<file path="src/rtl/ps2_keyboard.sv">
// PS/2 keyboard receiver presenting an Apple-1 style KBD/KBDCR register pair.
// The serial device stream is conditioned and framed, and set-2 scan codes are
// translated to 7-bit uppercase ASCII. One character is held until the CPU reads it.
module ps2_keyboard #(
  parameter int FILTER_LEN = 4,
  parameter int TIMEOUT    = 25000
) (
  input  logic       clk25,
  input  logic       reset,
  input  logic       ps2_clk,
  input  logic       ps2_data,
  input  logic       enable,
  input  logic [1:0] address,
  input  logic       w_en,
  output logic [7:0] dout,
  output logic       kbd_ready
);

  localparam int FW = $clog2(FILTER_LEN + 1);
  localparam int TW = $clog2(TIMEOUT + 1);

  typedef enum logic [1:0] {S_IDLE, S_DATA, S_PARITY, S_STOP} rx_state_t;

  logic          clk_s1, clk_s2, dat_s1, dat_s2;
  logic [FW-1:0] filt_cnt;
  logic          filt_clk, fall;
  rx_state_t     state, state_next;
  logic [2:0]    bit_cnt;
  logic [7:0]    shreg;
  logic          par_bit, frame_valid, timeout_hit;
  logic [TW-1:0] to_cnt;
  logic          ext, brk, shift_l, shift_r, ctrl;
  logic          map_hit, is_letter, char_valid, read_clear;
  logic [6:0]    map_ascii, char_ascii, kbd_data;

  // Two-flop synchronisers for both PS/2 lines. The lines idle high.
  // NOTE: all state uses non-blocking assignments, so every flop samples the pre-edge values.
  always_ff @(posedge clk25 or posedge reset) begin
    if (reset) begin
      clk_s1 <= 1'b1; clk_s2 <= 1'b1; dat_s1 <= 1'b1; dat_s2 <= 1'b1;
    end else begin
      clk_s1 <= ps2_clk; clk_s2 <= clk_s1;
      dat_s1 <= ps2_data; dat_s2 <= dat_s1;
    end
  end

  // Glitch filter: the level follows the synced clock only after FILTER_LEN differing samples.
  // The falling edge of the filtered clock produces a one-cycle fall pulse.
  always_ff @(posedge clk25 or posedge reset) begin
    if (reset) begin
      filt_cnt <= '0; filt_clk <= 1'b1; fall <= 1'b0;
    end else begin
      fall <= 1'b0;
      if (clk_s2 == filt_clk) begin
        filt_cnt <= '0;
      end else if (filt_cnt == FW'(FILTER_LEN - 1)) begin
        filt_cnt <= '0;
        filt_clk <= clk_s2;
        fall     <= ~clk_s2;
      end else begin
        filt_cnt <= filt_cnt + 1'b1;
      end
    end
  end

  assign timeout_hit = (state != S_IDLE) && !fall && (to_cnt == TW'(TIMEOUT - 1));

  // Receive FSM state register.
  always_ff @(posedge clk25 or posedge reset) begin
    if (reset) state <= S_IDLE;
    else       state <= state_next;
  end

  // Receive FSM next state. A stalled frame falls back to IDLE.
  // NOTE: defaults are assigned first, so no path leaves a variable unassigned and no latch is inferred.
  always_comb begin
    state_next = state;
    if (timeout_hit) begin
      state_next = S_IDLE;
    end else if (fall) begin
      case (state)
        S_IDLE:   if (!dat_s2) state_next = S_DATA;
        S_DATA:   if (bit_cnt == 3'd7) state_next = S_PARITY;
        S_PARITY: state_next = S_STOP;
        default:  state_next = S_IDLE;
      endcase
    end
  end

  // Frame datapath: bit counter, LSB-first shifter, parity, inter-edge timeout, frame check.
  always_ff @(posedge clk25 or posedge reset) begin
    if (reset) begin
      bit_cnt <= '0; shreg <= '0; par_bit <= 1'b0; to_cnt <= '0; frame_valid <= 1'b0;
    end else begin
      frame_valid <= 1'b0;
      if (state == S_IDLE || fall) to_cnt <= '0;
      else                         to_cnt <= to_cnt + 1'b1;
      if (fall) begin
        case (state)
          S_IDLE:   bit_cnt <= '0;
          S_DATA: begin
            shreg   <= {dat_s2, shreg[7:1]};
            bit_cnt <= bit_cnt + 1'b1;
          end
          S_PARITY: par_bit <= dat_s2;
          default:  frame_valid <= dat_s2 & (^{par_bit, shreg});
        endcase
      end
    end
  end

  // Scan-code lookup for the completed frame in shreg.
  always_comb begin
    map_hit   = 1'b1;
    is_letter = 1'b0;
    map_ascii = 7'h00;
    case (shreg)
      8'h1C: begin is_letter = 1'b1; map_ascii = 7'h41; end
      8'h32: begin is_letter = 1'b1; map_ascii = 7'h42; end
      8'h21: begin is_letter = 1'b1; map_ascii = 7'h43; end
      8'h23: begin is_letter = 1'b1; map_ascii = 7'h44; end
      8'h24: begin is_letter = 1'b1; map_ascii = 7'h45; end
      8'h2B: begin is_letter = 1'b1; map_ascii = 7'h46; end
      8'h34: begin is_letter = 1'b1; map_ascii = 7'h47; end
      8'h33: begin is_letter = 1'b1; map_ascii = 7'h48; end
      8'h43: begin is_letter = 1'b1; map_ascii = 7'h49; end
      8'h3B: begin is_letter = 1'b1; map_ascii = 7'h4A; end
      8'h42: begin is_letter = 1'b1; map_ascii = 7'h4B; end
      8'h4B: begin is_letter = 1'b1; map_ascii = 7'h4C; end
      8'h3A: begin is_letter = 1'b1; map_ascii = 7'h4D; end
      8'h31: begin is_letter = 1'b1; map_ascii = 7'h4E; end
      8'h44: begin is_letter = 1'b1; map_ascii = 7'h4F; end
      8'h4D: begin is_letter = 1'b1; map_ascii = 7'h50; end
      8'h15: begin is_letter = 1'b1; map_ascii = 7'h51; end
      8'h2D: begin is_letter = 1'b1; map_ascii = 7'h52; end
      8'h1B: begin is_letter = 1'b1; map_ascii = 7'h53; end
      8'h2C: begin is_letter = 1'b1; map_ascii = 7'h54; end
      8'h3C: begin is_letter = 1'b1; map_ascii = 7'h55; end
      8'h2A: begin is_letter = 1'b1; map_ascii = 7'h56; end
      8'h1D: begin is_letter = 1'b1; map_ascii = 7'h57; end
      8'h22: begin is_letter = 1'b1; map_ascii = 7'h58; end
      8'h35: begin is_letter = 1'b1; map_ascii = 7'h59; end
      8'h1A: begin is_letter = 1'b1; map_ascii = 7'h5A; end
      8'h45: map_ascii = (shift_l | shift_r) ? 7'h29 : 7'h30;
      8'h16: map_ascii = (shift_l | shift_r) ? 7'h21 : 7'h31;
      8'h1E: map_ascii = (shift_l | shift_r) ? 7'h40 : 7'h32;
      8'h26: map_ascii = (shift_l | shift_r) ? 7'h23 : 7'h33;
      8'h25: map_ascii = (shift_l | shift_r) ? 7'h24 : 7'h34;
      8'h2E: map_ascii = (shift_l | shift_r) ? 7'h25 : 7'h35;
      8'h36: map_ascii = (shift_l | shift_r) ? 7'h5E : 7'h36;
      8'h3D: map_ascii = (shift_l | shift_r) ? 7'h26 : 7'h37;
      8'h3E: map_ascii = (shift_l | shift_r) ? 7'h2A : 7'h38;
      8'h46: map_ascii = (shift_l | shift_r) ? 7'h28 : 7'h39;
      8'h29: map_ascii = 7'h20;
      8'h41: map_ascii = (shift_l | shift_r) ? 7'h3C : 7'h2C;
      8'h49: map_ascii = (shift_l | shift_r) ? 7'h3E : 7'h2E;
      8'h4A: map_ascii = (shift_l | shift_r) ? 7'h3F : 7'h2F;
      8'h4C: map_ascii = (shift_l | shift_r) ? 7'h3A : 7'h3B;
      8'h52: map_ascii = (shift_l | shift_r) ? 7'h22 : 7'h27;
      8'h4E: map_ascii = (shift_l | shift_r) ? 7'h5F : 7'h2D;
      8'h55: map_ascii = (shift_l | shift_r) ? 7'h2B : 7'h3D;
      8'h5A: map_ascii = 7'h0D;
      8'h66: map_ascii = 7'h5F;
      8'h76: map_ascii = 7'h1B;
      default: map_hit = 1'b0;
    endcase
  end

  assign char_ascii = (is_letter && ctrl) ? (map_ascii & 7'h1F) : map_ascii;
  assign char_valid = frame_valid && map_hit && !brk && !ext;
  assign read_clear = enable && !w_en && (address == 2'd0);

  // Prefix and modifier tracking. A prefix is held until the next non-prefix code.
  always_ff @(posedge clk25 or posedge reset) begin
    if (reset) begin
      ext <= 1'b0; brk <= 1'b0; shift_l <= 1'b0; shift_r <= 1'b0; ctrl <= 1'b0;
    end else if (frame_valid) begin
      case (shreg)
        8'hE0: ext <= 1'b1;
        8'hF0: brk <= 1'b1;
        8'h12: begin shift_l <= ~brk; ext <= 1'b0; brk <= 1'b0; end
        8'h59: begin shift_r <= ~brk; ext <= 1'b0; brk <= 1'b0; end
        8'h14: begin ctrl    <= ~brk; ext <= 1'b0; brk <= 1'b0; end
        default: begin ext <= 1'b0; brk <= 1'b0; end
      endcase
    end
  end

  // Character latch. A new key loads only when the latch is empty or being read this cycle.
  always_ff @(posedge clk25 or posedge reset) begin
    if (reset) begin
      kbd_ready <= 1'b0; kbd_data <= '0;
    end else if (char_valid && (!kbd_ready || read_clear)) begin
      kbd_ready <= 1'b1; kbd_data <= char_ascii;
    end else if (read_clear) begin
      kbd_ready <= 1'b0;
    end
  end

  // Register read mux into the CPU data bus.
  always_comb begin
    dout = 8'h00;
    case (address)
      2'd0:    dout = {1'b1, kbd_data};
      2'd1:    dout = {kbd_ready, 7'b0};
      default: dout = 8'h00;
    endcase
  end

endmodule

</file>
<file path="config.mk">
export PLATFORM = sky130hd
export DESIGN_NAME = ps2_keyboard
export DESIGN_NICKNAME = d
export VERILOG_FILES = /design/src/rtl/ps2_keyboard.sv
export SDC_FILE = /design/constraint.sdc
export NUM_CORES = 1
export LEC_CHECK = 0
export ABC_AREA = 1
export CAP_MARGIN = 40
export CORE_MARGIN = 2
export CORE_UTILIZATION = 24
export DETAILED_ROUTE_END_ITERATION = 7
export PLACE_DENSITY = 0.38
export SYNTH_ARGS = -nofsm -noshare
export SYNTH_HDL_FRONTEND = slang
export SYNTH_SLANG_ARGS = --single-unit
export TNS_END_PERCENT = 20
</file>
<file path="constraint.sdc">
create_clock -name clk25 -period 3.8 [get_ports clk25]
set_input_delay 0.95 -clock clk25 [delete_from_list [all_inputs] [get_ports clk25]]
set_output_delay 0.95 -clock clk25 [all_outputs]
set_load 0.01 [all_outputs]
</file>
==> reports/qor.tcl, run 1 <==
set qor(critPathRequiredTime_ns) 2.85
set qor(maxSlewViolCount) 0
set qor(ys_async_sr_fraction_pct) 100
set qor(dieWidth_um) 128
set qor(yosysUniqueCellTypes) 33
set qor(antennaDiodeCount) 0
set qor(post_cts_buffers) 0
set qor(power.density_cell_area_nw_per_um2) 317
set qor(max_clock_freq_mhz) 308
set qor(total_power_after_layout_mw) 1.34
set qor(antenna_left) 0
set qor(drive_gt1_share_pct) 9.27
set qor(post_synth_fa_ha_maj_area_fraction_pct) 8.51
set qor(setup_slack_ns) 0.555
set qor(fillerInstances) 1716
set qor(drt_iter0_markers) 218
set qor(pwr-share-comb_pct) 17.0
set qor(instance_count_of_the_mapped_netlist) 538
set qor(cts.root.buffer_cell) {clkbuf_16}
set qor(clockPowerShare_pct) 35.7
set qor(post_drt_wl_per_cell_um) 13.4
set qor(worst_setup_path_start_kind) {input pin}
set qor(tritoncts.num_buffers) 5
set qor(timing.slew.headroom_pct) 58.9
set qor(drt_first_pass_iters) 4
set qor(core_box_area_sq_um) 15100
set qor(synth_top_family_by_area) {simple AND/OR/NAND/NOR gates}
set qor(cp_cell_sequence) {clkdlybuf4s50_1, nor2_1, inv_1, nor2_1, clkdlybuf4s50_1}
set qor(crit_fanout) 7
set qor(netlist_top_cells_area) {dfrtp_1 32%, nand2_1 15%, nor2_1 9.1%, ha_1 8.5%, inv_1 6.4%}
set qor(switching_component_of_the_power_uw) 409
set qor(synth_compound_area_share_pct) 8.17
set qor(worst_setup_hold_path_clk_slew_ns) 0.07
set qor(fp-row-count) 45
set qor(internal_power_uw) 932
set qor(ioPinCount) 17
set qor(fin_skew_ns) 0.0140
set qor(route.detailed.drc) 0
set qor(remaining_overflow_grt) 0
set qor(pre_cts_ws_ns) 0.525
set qor(synthDominantCellAreaShare_pct) 32.0
set qor(rsz_0062_raised_after_global_routing) {no}
set qor(synth_flop_type) {dfrtp_1}
set qor(worst_ir_drop_vdd_v) 0.000174
set qor(grt_max_degree) 24
set qor(setup.worst_path.class) {input pin to output pin}
set qor(synth_seq_cells) 52
set qor(critPathCaptureType) {output pin}
set qor(dp_hpwl_mm) 7.91
set qor(post_drt_via_cell_ratio) 4.49
set qor(dr_wl_met3_um) 343
set qor(synth_top_cells_by_count) {148 x nand2_1, 89 x nor2_1, 63 x inv_1}
set qor(buffers_added_on_ports) 16
set qor(cpMaxStageDelayCell) {clkdlybuf4s50_1}
set qor(floorplan.die_area_sq_um) 16300
set qor(cts-hold-fix-buffers) 0
set qor(synth_area_in_xor_xnor_pct) 1.67
set qor(htreeDepth) 2
set qor(grt_antenna_before_repair) 0
set qor(synth_area_sq_um) 3680
set qor(multiplexer_share_of_the_synthesized_area_pct) 0
set qor(dieHeight_um) 128
set qor(syn_nets) 571
set qor(via_count_of_the_first_global_routing_pass) 3438
set qor(clock_tree.buffer_depth) 2
set qor(area.growth.synth_to_final_pct) 14.9
set qor(fraction_of_the_mapped_netlist_area_in_simple_logic_gates_pct) 37.7
set qor(design.final.nets) 593
set qor(total_leakage_power_nw) 2.18
set qor(yosysMostFrequentCell) {nand2_1}
set qor(route.final.wire_length_mm) 10.0
set qor(multi_input_area_sq_um) 2060
set qor(avgSynthCellArea_sq_um) 6.83
set qor(clock_sink_count) 52
set qor(fin_crit_sh_pct) 85.4
set qor(post_cts.resized_instances) 0
set qor(regArea_sq_um) 1310
set qor(floorplan.initialDensity_pct) 24.4
set qor(period_minus_slack_ns) 3.25
set qor(cp.arrival_ns) 2.30
set qor(finalHoldViolations) 0
set qor(grt_util_all_layers_pct) 13.2
set qor(outcome) {finished, final reports clean}
set qor(synthDominantAreaCellType) {dfrtp_1}
set qor(synth_seq_area_share_pct) 35.6
set qor(place.gp.congestion) 0.890
set qor(crit_path_max_incr_delay_ns) 0.54
set qor(maxCapViolCount) 0
set qor(synth_warn) 0
set qor(setup_violations) 0
set qor(cts_tree) {done}
set qor(timing.hold.worst.class) {register to register}
set qor(clock_insertion_delay_worst_skew_ns) 0.31
set qor(topRoutingLayerUsed) {met4}
set qor(critical_path.top_delay_family) {buffers and inverters}
set qor(fin_setup_tns_ns) 0
set qor(sequentialPowerShare_pct) 47.3
set qor(grt_pass1_wl_mm) 17.0
set qor(routed-via-count) 3366
set qor(synth-edff-count) 0
set qor(worst_pin_slew_ns) 0.615
set qor(switching_share_pct) 30.5
set qor(m1WireLength_mm) 4.64
set qor(dr_wl_met2_mm) 4.70
set qor(critical_path_buf_inv_count) 3
[cell families after synthesis]
family | count (synthesis)
AOI/OAI and AO/OA | 58
adders and majority gates | 25
and+or+nand+nor | 317
xor gates and xnor gates | 7
buffers and inverters | 79
DFF | 52
[metrics by stage]
step | cells | utilization [%] | hold slack (ns) | instance area [sq um]
3_3_place_gp | 741 | 27.0 | 0.348 | 4080
3_5_place_dp | 741 | 27.0 | 0.347 | 4080
6_report | 749 | 28.0 | 0.359 | 4230
4_1_cts | 749 | 28.0 | 0.361 | 4230
5_1_grt | 749 | 28.0 | 0.366 | 4230
2_1_floorplan | 538 | - | 0.345 | 3680
[area by class of cell]
cell class / count / share of cell area (%)
inverter: 75 / 6.84
multi-input combinational: 407 / 48.8
clock buffer: 5 / 2.96
clock inverter: 3 / 0.592
timing repair buffer: 19 / 4.32
tap: 188 / 5.57
sequential: 52 / 30.9
[metal layers]
layer	vias to the layer above	GRT usage, %
met5	-	0
met3	23	2.46
met1	1536	16.2
met2	78	21.9
met4	0	6.92
li1	1729	-
[power by group through the flow]
stage | Combinational [mW] | Sequential (mW) | Clock [mW]
after global routing | 0.268 | 0.641 | 0.522
after CTS | 0.234 | 0.634 | 0.499
after global placement | 0.232 | 0.643 | 0
final | 0.228 | 0.634 | 0.479
after detailed placement | 0.235 | 0.644 | 0
after floorplan | 0.174 | 0.635 | 0
[cells in the final DEF (no fill, tap or decap), types with 10 or more instances in the layout]
master / count
a21oi_1: 20
clkdlybuf4s50_1: 16
dfrtp_1: 47
ha_1: 25
inv_1: 62
inv_2: 10
nand2_1: 148
nand3_1: 25
nand4_1: 14
nor2_1: 89
nor3_1: 11
o21ai_0: 34
[state kept, by name, indices dropped and copies added (netlist names), 2 cells and up]
signal	flops
bit_cnt	3
filt_cnt	3
kbd_data	7
shreg	8
state	2
to_cnt	15
[path summary, 6_finish.rpt]
kind	from	end	slack, ns	cells past startpoint
worst max register to register	shreg[7]	kbd_data[6]	1.40	14
worst max-delay path	address[0]	dout[2]	0.55	5
worst min-delay path	dat_s1	dat_s2	0.36	0
max in group asynchronous	reset	filt_clk	2.20	3
min in group asynchronous	reset	to_cnt[8]	0.91	2
worst min register to register	dat_s1	dat_s2	0.36	0
Power figures use the tool's default switching activity.
==> run 2: changes to the inputs <==
- CORE_UTILIZATION: 24 -> 42
- PLACE_DENSITY: 0.38 -> 0.58
==> run 2 against run 1 <==
  * Critical path depth is the same
  * Clock power shrank 32%
  * Worst setup slack lost 0.023 ns
  * Flip-flop and latch count is the same
  * Sequential share of layout area grew 1.3 points
  * Count of clock-buffer cells in the layout is the same
  * Fmax shrank 0.69%
  * Global-route usage grew 5.8 points
  * Sequential power is essentially flat
  * Utilization grew 19 points
  * Die area shrank 42%
==> reports/qor.tcl, run 2 (synthesis gave the netlist of run 1 again) <==
set qor(grt_util_all_layers_pct) 19.0 ;# +5.8 points
set qor(buffers_added_on_ports) 16 ;# unchanged
set qor(max_clock_freq_mhz) 306 ;# -0.69%
set qor(finalHoldViolations) 0 ;# unchanged
set qor(outcome) {finished, final reports clean}
set qor(cts-hold-fix-buffers) 0 ;# unchanged
set qor(fin_crit_sh_pct) 86.0 ;# +0.60 points
set qor(dieHeight_um) 97.6 ;# -24%
set qor(cp_cell_sequence) {clkdlybuf4s50_1, nor2_1, inv_1, nor2_1, clkdlybuf4s50_1}
set qor(maxSlewViolCount) 0 ;# unchanged
set qor(route.final.wire_length_mm) 8.62 ;# -14%
set qor(post_cts_buffers) 0 ;# unchanged
set qor(post-route-util_pct) 47.2 ;# +19 points
set qor(use_met1_pct) 25.3 ;# +9.1 points
set qor(dieWidth_um) 97.6 ;# -24%
set qor(critPathRequiredTime_ns) 2.85 ;# about the same
set qor(crit_fanout) 7 ;# unchanged
set qor(worst_ir_drop_vdd_v) 0.000224 ;# +29%
set qor(dp_hpwl_mm) 6.79 ;# -14%
set qor(worst_pin_slew_ns) 0.789 ;# +0.174 ns
set qor(min-delay-start) {clk_s1}
set qor(clock_sink_count) 52 ;# unchanged
set qor(fp-row-count) 34 ;# -24%
set qor(route.detailed.drc) 0 ;# unchanged
set qor(floorplan.die_area_sq_um) 9520 ;# -42%
set qor(startpoint) {address[0]}
set qor(regToRegStartpoint) {shreg[7]}
set qor(global_route.usage.met3_pct) 3.02 ;# +0.56 points
set qor(fin_setup_tns_ns) 0 ;# unchanged
set qor(tritoncts.num_buffers) 5 ;# unchanged
set qor(area.growth.synth_to_final_pct) 10.3
set qor(core_box_area_sq_um) 8590 ;# -43%
set qor(floorplan.initialDensity_pct) 42.8 ;# +18 points
set qor(grt_max_degree) 45 ;# +88%
set qor(critical_path.top_delay_family) {buffers and inverters}
set qor(routed-via-count) 3358 ;# -0.24%
set qor(cp.arrival_ns) 2.32 ;# +0.02 ns
set qor(grt_pass1_wl_mm) 14.9 ;# -12%
set qor(critPathCaptureType) {output pin}
set qor(cpMaxStageDelayCell) {clkdlybuf4s50_1}
set qor(setup_violations) 0 ;# unchanged
set qor(antennaDiodeCount) 0 ;# unchanged
set qor(rsz_0062_raised_after_global_routing) {no}
set qor(worst_setup_hold_path_clk_slew_ns) 0.10 ;# +0.03 ns
set qor(htreeDepth) 2 ;# unchanged
set qor(timing.slew.headroom_pct) 47.2 ;# -12 points
set qor(drt_first_pass_iters) 5 ;# +1
set qor(timing.hold.worst.class) {register to register}
set qor(period_minus_slack_ns) 3.27 ;# +0.0227 ns
set qor(post_drt_via_cell_ratio) 5.03 ;# +12%
set qor(reg_top3) {to_cnt: 15 flops, shreg: 8 flops, kbd_data: 7 flops}
set qor(clock_insertion_delay_worst_skew_ns) 0.31 ;# about the same
set qor(maxCapViolCount) 0 ;# unchanged
set qor(largest-register) {to_cnt}
set qor(drt_iter0_markers) 159 ;# -27%
set qor(total_leakage_power_nw) 2.15 ;# -1.7%
set qor(clock_tree.buffer_depth) 2 ;# unchanged
set qor(place.gp.congestion) 1.01 ;# +14%
set qor(cts.root.buffer_cell) {clkbuf_8}
set qor(critical_path_buf_inv_count) 3 ;# unchanged
set qor(setup.worst_path.class) {input pin to output pin}
set qor(final_area_sq_um) 4060 ;# -4.0%
set qor(crit_path_max_incr_delay_ns) 0.55 ;# about the same
set qor(fin_skew_ns) 0.0109 ;# -0.00308 ns
set qor(power.density_cell_area_nw_per_um2) 291 ;# -8.3%
set qor(grt_antenna_before_repair) 0 ;# unchanged
set qor(post_drt_wl_per_cell_um) 12.9 ;# -3.5%
set qor(remaining_overflow_grt) 0 ;# unchanged
set qor(dpl-instance-area_sq_um) 3960 ;# -2.8%
set qor(post_cts.resized_instances) 0 ;# unchanged
set qor(design.final.nets) 591 ;# -0.34%
set qor(largest_register_ffs) 15 ;# unchanged
set qor(worst_setup_path_start_kind) {input pin}
set qor(fillerInstances) 898 ;# -48%
set qor(drive_gt1_share_pct) 8.94 ;# -0.32 points
set qor(ioPinCount) 17 ;# unchanged
set qor(cts_tree) {done}
set qor(via_count_of_the_first_global_routing_pass) 3197 ;# -7.0%
set qor(most-common-layout-cells) {148 x nand2_1, 89 x nor2_1, 62 x inv_1}
set qor(globalRoute.busiestLayer) {met2}
set qor(antenna_left) 0 ;# unchanged
set qor(layout_commonest_cell) {nand2_1}
set qor(grtUsageMet2_pct) 30.9 ;# +9.0 points
## run 2: stage by stage
stage                     hold slack [ns]  cells  power, mW  setup WS (ns)
after floorplan                     0.345    538      0.809           1.51
after global placement              0.346    659      0.864          0.572
after detailed placement            0.347    659      0.869          0.531
after CTS                           0.363    667       1.20          0.530
after global routing                0.371    667       1.27          0.443
final                               0.362    667       1.18          0.532
## run 2: cell type report
type | count | area (sq um) | area share (%)
Clock inverter | 3 | 26.3 | 0.648
Clock buffer | 5 | 68.8 | 1.70
Sequential cell | 52 | 1310 | 32.2
Tap cell | 108 | 135 | 3.33
Inverter | 75 | 289 | 7.13
Timing Repair Buffer | 17 | 168 | 4.13
Multi-Input combinational cell | 407 | 2060 | 50.8
## run 2: power breakdown
group          switching, mW  internal (mW)
sequential            0.0329          0.599
combinational          0.140         0.0815
clock                  0.192          0.134
## run 2: routing by layer
metal  vias up  part of all wire (%)
met5         -                     0
met4         0                   2.6
met3        20                   5.3
met2        98                    47
met1      1503                    45
li1       1737                     -
## run 2: worst register-to-register path, stage by stage (launching register included)
cell,delay (ns)
dfrtp_1,0.37
inv_1,0.08
ha_1,0.23
nand2_1,0.33
inv_1,0.25
nand2_1,0.21
o21ai_0,0.19
nor2_1,0.18
nand3_1,0.10
nor2_1,0.16
nor2_2,0.08
nand2_1,0.07
nand2_1,0.05
## run 2: worst paths after layout
path	endpoint	slack, ns	cells after the start
worst max-delay path	dout[0]	0.53	5
worst min-delay path	clk_s2	0.36	0
worst max register to register	kbd_data[6]	1.40	12
min in group asynchronous	kbd_data[5]	0.84	2
max in group asynchronous	shreg[0]	2.16	3
worst min register to register	clk_s2	0.36	0
